==> src/rtl/seq_comparator_if.sv <==
// rtl/seq_comparator_if.sv - operand/result handshake bundle for seq_comparator
interface seq_comparator_if #(
  parameter int WIDTH = 8,
  parameter int DIGIT = 2
);
  localparam int N  = WIDTH / DIGIT;
  localparam int CW = $clog2(N) + 1;

  logic             in_valid;
  logic             in_ready;
  logic [WIDTH-1:0] porta;
  logic [WIDTH-1:0] portb;
  logic             signed_mode;
  logic             out_valid;
  logic             out_ready;
  logic             equal;
  logic             less;
  logic             higher;
  logic [CW-1:0]    cycles;

  modport master (
    output in_valid, porta, portb, signed_mode, out_ready,
    input  in_ready, out_valid, equal, less, higher, cycles
  );

  modport slave (
    input  in_valid, porta, portb, signed_mode, out_ready,
    output in_ready, out_valid, equal, less, higher, cycles
  );
endinterface

==> src/rtl/seq_comparator.sv <==
// rtl/seq_comparator.sv - multi-cycle MSB-first digit-serial magnitude comparator
module seq_comparator #(
  parameter int WIDTH     = 8,
  parameter int DIGIT     = 2,
  parameter int SIGNED_EN = 1
) (
  input logic          clk,
  input logic          rst_n,
  seq_comparator_if.slave bus
);
  localparam int N  = WIDTH / DIGIT;
  localparam int CW = $clog2(N) + 1;
  localparam int IW = (N > 1) ? $clog2(N) : 1;
  localparam logic [IW-1:0] LAST = IW'(N - 1);

  typedef enum logic [1:0] {IDLE, RUN, DONE} state_t;

  state_t           state;
  logic [IW-1:0]    idx;
  logic [WIDTH-1:0] a_q;
  logic [WIDTH-1:0] b_q;
  logic [WIDTH-1:0] a_in;
  logic [WIDTH-1:0] b_in;
  logic [DIGIT-1:0] da;
  logic [DIGIT-1:0] db;

  // Flipping the sign bit maps two's complement onto unsigned ordering.
  always_comb begin
    a_in = bus.porta;
    b_in = bus.portb;
    if (bus.signed_mode && (SIGNED_EN != 0)) begin
      a_in[WIDTH-1] = ~bus.porta[WIDTH-1];
      b_in[WIDTH-1] = ~bus.portb[WIDTH-1];
    end
  end

  // Operands shift left each step, so the current digit is always the top slice.
  assign da = a_q[WIDTH-1 -: DIGIT];
  assign db = b_q[WIDTH-1 -: DIGIT];

  always_ff @(posedge clk or negedge rst_n) begin
    if (!rst_n) begin
      state         <= IDLE;
      idx           <= '0;
      a_q           <= '0;
      b_q           <= '0;
      bus.in_ready  <= 1'b0;
      bus.out_valid <= 1'b0;
      bus.equal     <= 1'b0;
      bus.less      <= 1'b0;
      bus.higher    <= 1'b0;
      bus.cycles    <= '0;
    end else begin
      case (state)
        IDLE: begin
          bus.in_ready <= 1'b1;
          if (bus.in_valid && bus.in_ready) begin
            a_q          <= a_in;
            b_q          <= b_in;
            idx          <= '0;
            bus.in_ready <= 1'b0;
            state        <= RUN;
          end
        end
        RUN: begin
          if (da != db) begin
            bus.less      <= (da < db);
            bus.higher    <= (da > db);
            bus.cycles    <= CW'(idx) + CW'(1);
            bus.out_valid <= 1'b1;
            state         <= DONE;
          end else if (idx == LAST) begin
            bus.equal     <= 1'b1;
            bus.cycles    <= CW'(N);
            bus.out_valid <= 1'b1;
            state         <= DONE;
          end else begin
            idx <= idx + IW'(1);
            a_q <= a_q << DIGIT;
            b_q <= b_q << DIGIT;
          end
        end
        DONE: begin
          // in_ready comes up at the handshake edge so the next accept is one cycle later.
          if (bus.out_valid && bus.out_ready) begin
            bus.out_valid <= 1'b0;
            bus.equal     <= 1'b0;
            bus.less      <= 1'b0;
            bus.higher    <= 1'b0;
            bus.cycles    <= '0;
            bus.in_ready  <= 1'b1;
            state         <= IDLE;
          end
        end
        default: begin
          state        <= IDLE;
          bus.in_ready <= 1'b0;
        end
      endcase
    end
  end
endmodule
==> src/flat_wrapper.sv <==
// flat-port wrapper written by rule: the top's interface ports become plain ports
module seq_comparator_flat 
#(
  parameter int WIDTH     = 8,
  parameter int DIGIT     = 2,
  parameter int SIGNED_EN = 1
)
  (clk, rst_n, bus_in_valid, bus_porta, bus_portb, bus_signed_mode, bus_out_ready, bus_in_ready, bus_out_valid, bus_equal, bus_less, bus_higher, bus_cycles);
  seq_comparator_if #(.WIDTH(WIDTH), .DIGIT(DIGIT)) bus_i ();
  input logic clk;
  input logic rst_n;
  input wire logic [$bits(bus_i.in_valid)-1:0] bus_in_valid;
  input wire logic [$bits(bus_i.porta)-1:0] bus_porta;
  input wire logic [$bits(bus_i.portb)-1:0] bus_portb;
  input wire logic [$bits(bus_i.signed_mode)-1:0] bus_signed_mode;
  input wire logic [$bits(bus_i.out_ready)-1:0] bus_out_ready;
  output wire logic [$bits(bus_i.in_ready)-1:0] bus_in_ready;
  output wire logic [$bits(bus_i.out_valid)-1:0] bus_out_valid;
  output wire logic [$bits(bus_i.equal)-1:0] bus_equal;
  output wire logic [$bits(bus_i.less)-1:0] bus_less;
  output wire logic [$bits(bus_i.higher)-1:0] bus_higher;
  output wire logic [$bits(bus_i.cycles)-1:0] bus_cycles;
  assign bus_i.in_valid = bus_in_valid;
  assign bus_i.porta = bus_porta;
  assign bus_i.portb = bus_portb;
  assign bus_i.signed_mode = bus_signed_mode;
  assign bus_i.out_ready = bus_out_ready;
  assign bus_in_ready = bus_i.in_ready;
  assign bus_out_valid = bus_i.out_valid;
  assign bus_equal = bus_i.equal;
  assign bus_less = bus_i.less;
  assign bus_higher = bus_i.higher;
  assign bus_cycles = bus_i.cycles;
  seq_comparator #(.WIDTH(WIDTH), .DIGIT(DIGIT), .SIGNED_EN(SIGNED_EN)) u_core (.clk(clk), .rst_n(rst_n), .bus(bus_i));
endmodule
==> config.mk <==
export PLATFORM = sky130hd
export DESIGN_NAME = seq_comparator_flat
export DESIGN_NICKNAME = d
export VERILOG_FILES = /design/src/rtl/seq_comparator_if.sv /design/src/rtl/seq_comparator.sv /design/src/flat_wrapper.sv
export SDC_FILE = /design/constraint.sdc
export NUM_CORES = 1
export LEC_CHECK = 0
export ABC_AREA = 1
export CORE_MARGIN = 2
export CORE_UTILIZATION = 40
export CTS_CLUSTER_DIAMETER = 120
export DETAILED_ROUTE_END_ITERATION = 10
export REMOVE_ABC_BUFFERS = 1
export SLEW_MARGIN = 30
export SYNTH_ARGS = -nofsm -noshare
export SYNTH_HDL_FRONTEND = slang
export SYNTH_SLANG_ARGS = --single-unit
==> constraint.sdc <==
create_clock -name clk -period 1.65 [get_ports clk]
set_clock_uncertainty 0.1 [all_clocks]
set_input_delay 0.495 -clock clk [delete_from_list [all_inputs] [get_ports clk]]
set_output_delay 0.495 -clock clk [all_outputs]
set_load 0.1 [all_outputs]
==> out/results.tsv <==
stage	metric	value	unit
finish	final_cell_mix	nand2_1, dfrtp_1, clkdlybuf4s50_1	
timing	finalCritPeriodShare	96.22	%
outcome	outcome	finished clean	
timing	finalHoldViolCount	0	
floorplanning	fp-row-count	23	
timing	max_freq	629.8	MHz
setup_path	end_kind	register	
yosys	synth-seq-area-share	43.04	%
yosys	yosys_warnings	0	
timing	worstMarginPinSlew	0.1966	ns
min_path	hp-class	register to register	
setup_path	crit_fanout	13	
yosys	syn_area_per_cell	7.433	µm²
finish	fillers	371	
route	vias	1442	
finish	syn2layout_area_growth	45.12	%
finish	final_common_cell	nand2_1	
floorplanning	start_util	40.99	%
setup_path	start_kind	register	
route	routed_wl	3576	µm
min_path	holdCritStartpoint	u_core.a_q[0]	
setup_path	critPathKind	register to register	
route	drtPass1Iterations	4	
floorplanning	die_x	67.79	µm
global_route	grt_pass1_wl	5878	µm
clock_network	hold_buffers	0	
placed_design	dpl.hpwl	2466	µm
setup_path	cp_slowest_cell	dfrtp_1	
timing	slew_headroom	86.86	%
setup_path	ff2ff_path_depth	8	
setup_path	cp-endpoint	u_core.b_q[3]	
placed_design	gp_congestion	0.7714	
setup_path	r2r-end	u_core.b_q[3]	
finish	antennaDiodeCount	0	
yosys	syn-cell-area	1628	µm²
global_route	grt_antenna_before_repair	0	
global_route	grt_overflow_total	0	
setup_path	path_cells	ha_4 -> buf_12 -> nand2_1 -> o21ai_4 -> nor2_4 -> clkbuf_16 -> nand2_1 -> nand2_1	
setup_path	crit_top_cell	nand2_1	
placed_design	port_buffers	28	
job	max-cap-violations	0	
clock_network	cts_tree	done	
global_route	grtUsageTotal	16.89	%
clock_network	clock_path_buffers	2	
clock_network	htree_num_levels	1	
finish	fin_area	2362	µm²
timing	setup_ws	0.06232	ns
route	drcViolationCount	0	
timing	fin_crit	1.588	ns
clock_network	clkSinkCount	28	
setup_path	cpPeakStageDelay	0.45	ns
finish	drive_gt1_share	20.83	%
timing	slew_viol_final	0	
floorplanning	ios	29	
finish	nets	293	
floorplanning	core	3971	µm²
route	viasPerCell	4.592	
route	drtIter0Drc	30	
global_route	grt_pass1_vias	1368	
floorplanning	die-height	67.79	µm
setup_path	r2r_start	u_core.state[0]	
setup_path	r2r_setup_slack	0.06	ns
clock_network	insertion_delay	0.28	ns
placed_design	place_area	2133	µm²
global_route	grt_max_degree	29	
placed_design	dp_slack	-0.1445	ns
timing	setup_violations	0	
floorplanning	die_area	4595	µm²
route	post_drt_wl_per_cell	11.39	µm
setup_path	arrival	1.71	ns
clock_network	path_clk_slew	0.09	ns
yosys	ys_ff_latch	28	
route	drtAntennaViolNets	0	
yosys	netlist_instances	219	
yosys	synth.distinct_cells	17	
clock_network	cts_buffers	3	
setup_path	crit_required	1.77	ns
setup_path	crit_start	u_core.state[0]	
clock_network	root_buffer	clkbuf_8	
how the worst min path moves through the flow:
stage               endpoint  slack [ns]  cells past startpoint
6_report       u_core.a_q[0]        0.38                      2
4_1_cts        u_core.b_q[1]        0.39                      2
2_1_floorplan  u_core.a_q[0]         0.1                      0
5_1_grt        u_core.b_q[3]        0.40                      2
3_3_place_gp   u_core.a_q[0]        0.35                      2
3_5_place_dp   u_core.b_q[1]        0.36                      2
cells by family after synthesis:
kind of cell               synth area share, %
AOI/OAI and AO/OA                        2.229
adders and majority gates                5.380
buffers and inverters                    8.070
DFF                                      43.04
and+or+nand+nor                          41.28
routing by layer:
layer  vias to the layer above  track usage, %  routed length [µm]
met5                         -               0                   0
met3                         5           3.167                 107
met2                        25           28.68                1727
met1                       646           21.37                1687
li1                        766               -                   -
met4                         0           6.000                  53
flip-flops by register name, indices dropped and copies added (netlist names):
| name | count |
|---|---|
| u_core.bus.cycles | 3 |
| u_core.bus.in_ready | 1 |
| u_core.bus.out_valid | 1 |
| u_core.bus.higher | 1 |
| u_core.idx | 2 |
| u_core.state | 2 |
| u_core.bus.less | 1 |
| u_core.bus.equal | 1 |
| u_core.b_q | 8 |
| u_core.a_q | 8 |
repair_timing:
action	4_1_cts	5_1_grt
pin swaps	0	2
gates cloned	0	2
gates resized for setup	1	13
setup buffers	0	4
endpoints found under the setup margin	1	24
synthesized netlist by cell type (all sizes together):
| master | count | area, µm² |
|---|---|---|
| a21oi | 3 | 15.01 |
| buf | 7 | 60.05 |
| dfrtp | 28 | 700.7 |
| ha | 7 | 87.58 |
| inv | 19 | 71.32 |
| nand2 | 126 | 520.5 |
| nand3 | 9 | 57.56 |
| nand4 | 9 | 56.30 |
| nor2 | 8 | 37.54 |
| o21ai | 2 | 13.76 |
| o21bai | 1 | 7.510 |
metrics by stage:
| step | hold WS, ns | cells | TNS, ns | utilization (%) |
|---|---|---|---|---|
| floorplan | 0.09941 | 212 | -11.34 | - |
| global placement | 0.3540 | 304 | -2.216 | 53.72 |
| detailed placement | 0.3612 | 304 | -2.693 | 53.72 |
| CTS | 0.3853 | 308 | 0 | 55.58 |
| global route | 0.4048 | 314 | -0.004743 | 59.48 |
| finish | 0.3808 | 314 | 0 | 59.48 |
final cells by class:
class,count,area (µm²),area share [%]
inverters,19,71.32,3.019
multi-input cells,166,882.1,37.34
repair buffers,47,574.3,24.31
well taps,50,62.56,2.648
clock buffers,3,41.29,1.748
flip-flops and latches,28,700.7,29.66
clock inverters,1,30.03,1.271
critical path: cells and delay by family, from the launching register on:
family / cells / cell delay (ns)
fa+ha+maj: 1 / 0.21
flops: 1 / 0.45
buf+inv: 2 / 0.33
simple gates: 4 / 0.37
compound gates: 1 / 0.08
Power is left out: the tool's default activity adds up to more than one toggle a clock period on the data nets, which glitch-free logic cannot reach.
